## config.mk

```make
export PLATFORM = sky130hd
export DESIGN_NAME = alt_vipitc121_mode_sequencer
export DESIGN_NICKNAME = d
export VERILOG_FILES = /design/src/rtl/alt_vipitc121_mode_pkg.sv /design/src/rtl/alt_vipitc121_onehot_priority_encoder.sv /design/src/rtl/alt_vipitc121_mode_sequencer.sv
export SDC_FILE = /design/constraint.sdc
export NUM_CORES = 1
export LEC_CHECK = 0
export ABC_AREA = 1
export ABC_CLOCK_PERIOD_IN_PS = 1700
export CORE_AREA = 2 2 39 41
export DETAILED_ROUTE_END_ITERATION = 10
export DIE_AREA = 0 0 41 43
export DONT_BUFFER_PORTS = 1
export PLACE_DENSITY = 0.64
export SKIP_LAST_GASP = 1
export SLEW_MARGIN = 20
export SYNTH_ARGS = -nofsm -noshare
export SYNTH_HDL_FRONTEND = slang
export SYNTH_SLANG_ARGS = --single-unit
```

## constraint.sdc

```tcl
create_clock -name clk -period 1.7 [get_ports clk]
set_input_delay 0.51 -clock clk [delete_from_list [all_inputs] [get_ports clk]]
set_output_delay 0.51 -clock clk [all_outputs]
set_load 0.01 [all_outputs]
```

## src/rtl/alt_vipitc121_mode_pkg.sv

```systemverilog
// ============================================================================
// Module  : alt_vipitc121_mode_pkg
// Brief   : Shared state encodings and helpers for the ITC mode sequencer.
// Revision: 1.0 - initial release
// ============================================================================
`default_nettype none

package alt_vipitc121_mode_pkg;

    localparam logic [1:0] ST_IDLE    = 2'd0;
    localparam logic [1:0] ST_PENDING = 2'd1;
    localparam logic [1:0] ST_SWITCH  = 2'd2;
    localparam logic [1:0] ST_SETTLE  = 2'd3;

    typedef enum logic [1:0] {
        S_IDLE    = ST_IDLE,
        S_PENDING = ST_PENDING,
        S_SWITCH  = ST_SWITCH,
        S_SETTLE  = ST_SETTLE
    } mode_state_e;

    // A zero-length settle still needs a one-bit counter to stay legal.
    function automatic int settle_cnt_width(input int settle_cycles);
        return (settle_cycles > 0) ? $clog2(settle_cycles + 1) : 1;
    endfunction

endpackage

`default_nettype wire

```

## src/rtl/alt_vipitc121_onehot_priority_encoder.sv

```systemverilog
// ============================================================================
// Module  : alt_vipitc121_onehot_priority_encoder
// Brief   : Lowest-set-bit index of a request vector plus zero/multi-hot flags.
// Revision: 1.0 - initial release
// ============================================================================
`default_nettype none

module alt_vipitc121_onehot_priority_encoder #(
    parameter int NO_OF_MODES      = 3,
    parameter int LOG2_NO_OF_MODES = 2
) (
    input  logic [NO_OF_MODES-1:0]      req_i,
    output logic [LOG2_NO_OF_MODES-1:0] idx_o,
    output logic                        zero_o,
    output logic                        multi_o
);

    always_comb begin
        idx_o = '0;
        // Descending scan so the lowest set bit is the last to write.
        for (int i = NO_OF_MODES - 1; i >= 0; i--) begin
            if (req_i[i]) begin
                idx_o = LOG2_NO_OF_MODES'(i);
            end
        end
    end

    assign zero_o  = ~|req_i;
    assign multi_o = |(req_i & (req_i - NO_OF_MODES'(1)));

endmodule

`default_nettype wire

```

## src/rtl/alt_vipitc121_mode_sequencer.sv

```systemverilog
// ============================================================================
// Module  : alt_vipitc121_mode_sequencer
// Brief   : Accepts one-hot mode requests and applies them at frame boundaries.
// Revision: 1.0 - initial release
// ============================================================================
`default_nettype none

module alt_vipitc121_mode_sequencer #(
    parameter int NO_OF_MODES      = 3,
    parameter int LOG2_NO_OF_MODES = 2,
    parameter int STRICT_ONE_HOT   = 1,
    parameter int SETTLE_CYCLES    = 4,
    parameter int DEFAULT_MODE     = 0
) (
    input  logic                        clk,
    input  logic                        rst_n,
    input  logic [NO_OF_MODES-1:0]      mode_req,
    input  logic                        mode_req_valid,
    output logic                        mode_req_ready,
    input  logic                        frame_boundary,
    input  logic                        clear_error,
    output logic [LOG2_NO_OF_MODES-1:0] mode_binary,
    output logic                        mode_change,
    output logic                        mode_pending,
    output logic                        mode_error
);

    import alt_vipitc121_mode_pkg::*;

    localparam int                          CNT_W    = settle_cnt_width(SETTLE_CYCLES);
    localparam logic [CNT_W-1:0]            CNT_LAST = CNT_W'((SETTLE_CYCLES > 0) ? SETTLE_CYCLES - 1 : 0);
    localparam logic [LOG2_NO_OF_MODES-1:0] RST_MODE = LOG2_NO_OF_MODES'(DEFAULT_MODE);

    mode_state_e                 state_q, state_d;
    logic [LOG2_NO_OF_MODES-1:0] mode_q, mode_d;
    logic [LOG2_NO_OF_MODES-1:0] target_q, target_d;
    logic                        change_q, change_d;
    logic                        error_q, error_d;
    logic [CNT_W-1:0]            cnt_q, cnt_d;

    logic [LOG2_NO_OF_MODES-1:0] enc_idx;
    logic                        enc_zero;
    logic                        enc_multi;
    logic [LOG2_NO_OF_MODES-1:0] req_enc;
    logic                        ready;
    logic                        accept;
    logic                        reject;
    logic                        take;

    alt_vipitc121_onehot_priority_encoder #(
        .NO_OF_MODES      (NO_OF_MODES),
        .LOG2_NO_OF_MODES (LOG2_NO_OF_MODES)
    ) u_encoder (
        .req_i   (mode_req),
        .idx_o   (enc_idx),
        .zero_o  (enc_zero),
        .multi_o (enc_multi)
    );

    assign req_enc = enc_zero ? '0 : enc_idx + LOG2_NO_OF_MODES'(1);
    assign ready   = (state_q == S_IDLE) || ((state_q == S_PENDING) && !frame_boundary);
    assign accept  = mode_req_valid && ready;
    assign reject  = accept && enc_multi && (STRICT_ONE_HOT != 0);
    assign take    = accept && !reject;

    always_comb begin
        state_d  = state_q;
        mode_d   = mode_q;
        target_d = target_q;
        change_d = 1'b0;
        cnt_d    = cnt_q;

        unique case (state_q)
            S_IDLE: begin
                // A boundary in this same cycle is deliberately not honoured.
                if (take && (req_enc != mode_q)) begin
                    target_d = req_enc;
                    state_d  = S_PENDING;
                end
            end
            S_PENDING: begin
                if (frame_boundary) begin
                    state_d = S_SWITCH;
                end else if (take) begin
                    target_d = req_enc;
                    if (req_enc == mode_q) begin
                        state_d = S_IDLE;
                    end
                end
            end
            S_SWITCH: begin
                mode_d   = target_q;
                change_d = 1'b1;
                cnt_d    = '0;
                state_d  = (SETTLE_CYCLES > 0) ? S_SETTLE : S_IDLE;
            end
            S_SETTLE: begin
                if (cnt_q == CNT_LAST) begin
                    cnt_d   = '0;
                    state_d = S_IDLE;
                end else begin
                    cnt_d = cnt_q + CNT_W'(1);
                end
            end
            default: begin
                state_d = S_IDLE;
            end
        endcase
    end

    // A rejection in the same cycle as clear_error keeps the flag set.
    always_comb begin
        error_d = clear_error ? 1'b0 : error_q;
        if (reject) begin
            error_d = 1'b1;
        end
    end

    always_ff @(posedge clk or negedge rst_n) begin
        if (!rst_n) begin
            state_q  <= S_IDLE;
            mode_q   <= RST_MODE;
            target_q <= RST_MODE;
            change_q <= 1'b0;
            error_q  <= 1'b0;
            cnt_q    <= '0;
        end else begin
            state_q  <= state_d;
            mode_q   <= mode_d;
            target_q <= target_d;
            change_q <= change_d;
            error_q  <= error_d;
            cnt_q    <= cnt_d;
        end
    end

    assign mode_req_ready = ready;
    assign mode_binary    = mode_q;
    assign mode_change    = change_q;
    assign mode_pending   = (state_q == S_PENDING);
    assign mode_error     = error_q;

endmodule

`default_nettype wire

```

==> flow_summary.toml <==
[run_status]
outcome = "completed"

[cts]
h-tree-depth = 1
clock_path_buffers = 2
cts-root-buf = "clkbuf_4"
ctsResizeCount = 0
cts.sink_count = 11
clk_latency_ns = 0.27
post-cts-setup-buffers = 0
cts_tree = "yes"
cts_made_buffers = 3
cts_hold_buf = 1
clkSlewWorstSetupHoldPaths_ns = 0.07

[logic_synthesis]
synth-warning-count = 0
synthCells = 75
synth_area_sq_um = 579.3
yosysUniqueCellTypes = 18
synth_fp_nets = 84
postSynthAreaPerCell_sq_um = 7.724
yosysSeqAreaShare_pct = 47.52
synth-seq-cells = 11

[final_layout]
stdcell_area_sq_um = 631.9
area_growth_pct = 9.071
nets = 90
layout-drive-gt1-share_pct = 11.25
num_antenna_cells = 0
fin_util_pct = 45.66

[timing]
period_needed_ns = 1.592
slew_viol_final = 0
layout_setup_ws_ns = 0.1082
tns_ns = 0
worstMarginPinSlew_ns = 0.5020
fin_skew_ns = 0.003164
rsz0062_at_grt = "no"
fin_crit_sh_pct = 93.64
fmax_mhz = 628.2
finalHoldViolCount = 0
setup_violations = 0
fin_hold_ws_ns = 0.3571
maxSlewHeadroom_pct = 66.42

[critical_path]
crit_type = "reg2out"
cp_max_fo = 9
worst_ep_required_time_ns = 1.19
critPathArrivalTime_ns = 1.08
critPathLaunchType = "flop"
endpoint_kind = "output port"

[floorplanning]
dieHeight_um = 43
initial_core_util_pct = 41.86
design.core.area_sq_um = 1384
dieArea_sq_um = 1763
rows = 14
io_pins = 14
fp.dieW_um = 41

[power]
peakVddDrop_mv = 0.7841
p_per_area_nw_per_um2 = 1612
p_leak_nw = 0.3170

[grt]
overflow = 0
grtUsageTotal_pct = 15.04
grt_first_pass_wirelength_mm = 1.711
grt_max_degree = 12
grt_pass1_vias = 429
antenna_found_initial = 0

[detailed_routing]
drt_first_pass_iters = 4
vias = 473
wl_per_cell_um = 10.59
route.detailed.drc = 0
viasPerCell = 4.927
drt_iter0_markers = 20
postRouteAntennaNets = 0
routed_wl_mm = 1.017

[run]
cap_violations = 0

[place]
dpl_worst_slack_ns = 0.2800
io_buffers = 0
gp_congestion = 0.7043
postPlaceCellArea_sq_um = 595.6
hpwlAfterDp_um = 782

[worst_hold_path]
min_path_type = "in2reg"
min_from = "frame_boundary"
==> metal layers <==
layer,share of wire (%),global-route usage [%],vias up
met1,48,19.06,211
met4,1.8,10.00,0
li1,-,-,250
met3,4.1,5.236,2
met5,0,0,-
met2,46,20.63,10
==> sequential cells by signal, indices dropped and copies added, names as in the netlist, named ones only <==
name	cells
target_q	2
mode_error	1
mode_binary	2
state_q	1
cnt_q	3
mode_change	1
==> area by class of cell <==
class | instances | area, sq um
clock buffers | 4 | 26.28
fillers | 137 | 752.0
inverters | 10 | 37.54
multi-input cells | 53 | 255.2
flip-flops and latches | 11 | 275.3
well taps | 16 | 20.02
repair buffers | 2 | 17.52
==> stage by stage <==
stage          total power (W)  std cells
4_1_cts               0.001032         96
6_report              0.001019         96
5_1_grt               0.001121         96
2_1_floorplan        0.0007732         75
3_5_place_dp         0.0008406         91
3_3_place_gp         0.0008249         91
==> power breakdown <==
part | internal (W) | leakage (nW) | switching, W
combinational | 0.000138 | 0.163 | 0.000211
clock | 0.0000907 | 0.0150 | 0.0000904
sequential | 0.000367 | 0.139 | 0.000122
==> final timing paths <==
path                                              end  slack (ns)  depth (start not counted)
min reg2reg                mode_binary[0]$_DFFE_PN0P_        0.49                          2
min                                              flop        0.36                          2
min in group asynchronous     target_q[1]$_DFFE_PN0P_        0.64                          1
max                                    mode_req_ready        0.11                          2
max reg2reg                    state_q[0]$_DFFE_PN0P_        0.34                          7
max in group asynchronous        cnt_q[1]$_DFFE_PN0P_        0.72                          1
==> cells in the mapped netlist <==
cell	count	area share, %
nand2_2	1	1.1
inv_1	9	5.8
nor2_1	5	3.2
o21ai_0	4	3.5
nor2_4	1	1.9
buf_6	1	1.9
nand3_1	8	6.9
nand2_1	25	16
a211oi_1	1	1.3
a21oi_1	1	0.86
and2_1	1	1.1
nor3_1	1	0.86
o21ai_1	1	0.86
ha_1	1	2.2
dfrtp_1	11	48
a21oi_2	2	3.0
nand4_1	1	1.1
inv_2	1	0.65
==> kinds of logic after synthesis <==
kind of cell / share of synthesized area, %
AO/OA/AOI/OAI: 9.503
adder cells (fa/ha/maj): 2.159
buffers and inverters: 8.422
flip-flops: 47.52
AND/OR/NAND/NOR: 32.40
==> worst max-delay path: stages, from the launching register on <==
cell and delay (ns):
dfrtp_1 0.48, a21oi_2 0.18, buf_4 0.15
==> cells in the final DEF (no fill, tap or decap) <==
master         synthesis  final
nor2_4                 1      1
o21ai_1                1      1
a21oi_2                2      2
inv_2                  1      1
nand3_1                8      8
nand4_1                1      1
a21oi_1                1      1
dlygate4sd3_1          0      1
inv_1                  9      9
buf_4                  0      1
nand2_1               25     25
ha_1                   1      1
clkbuf_1               0      1
nor2_1                 5      5
a211oi_1               1      1
clkbuf_4               0      3
and2_1                 1      1
dfrtp_1               11     11
o21ai_0                4      4
nor3_1                 1      1
nand2_2                1      1
Power figures use the tool's default switching activity.
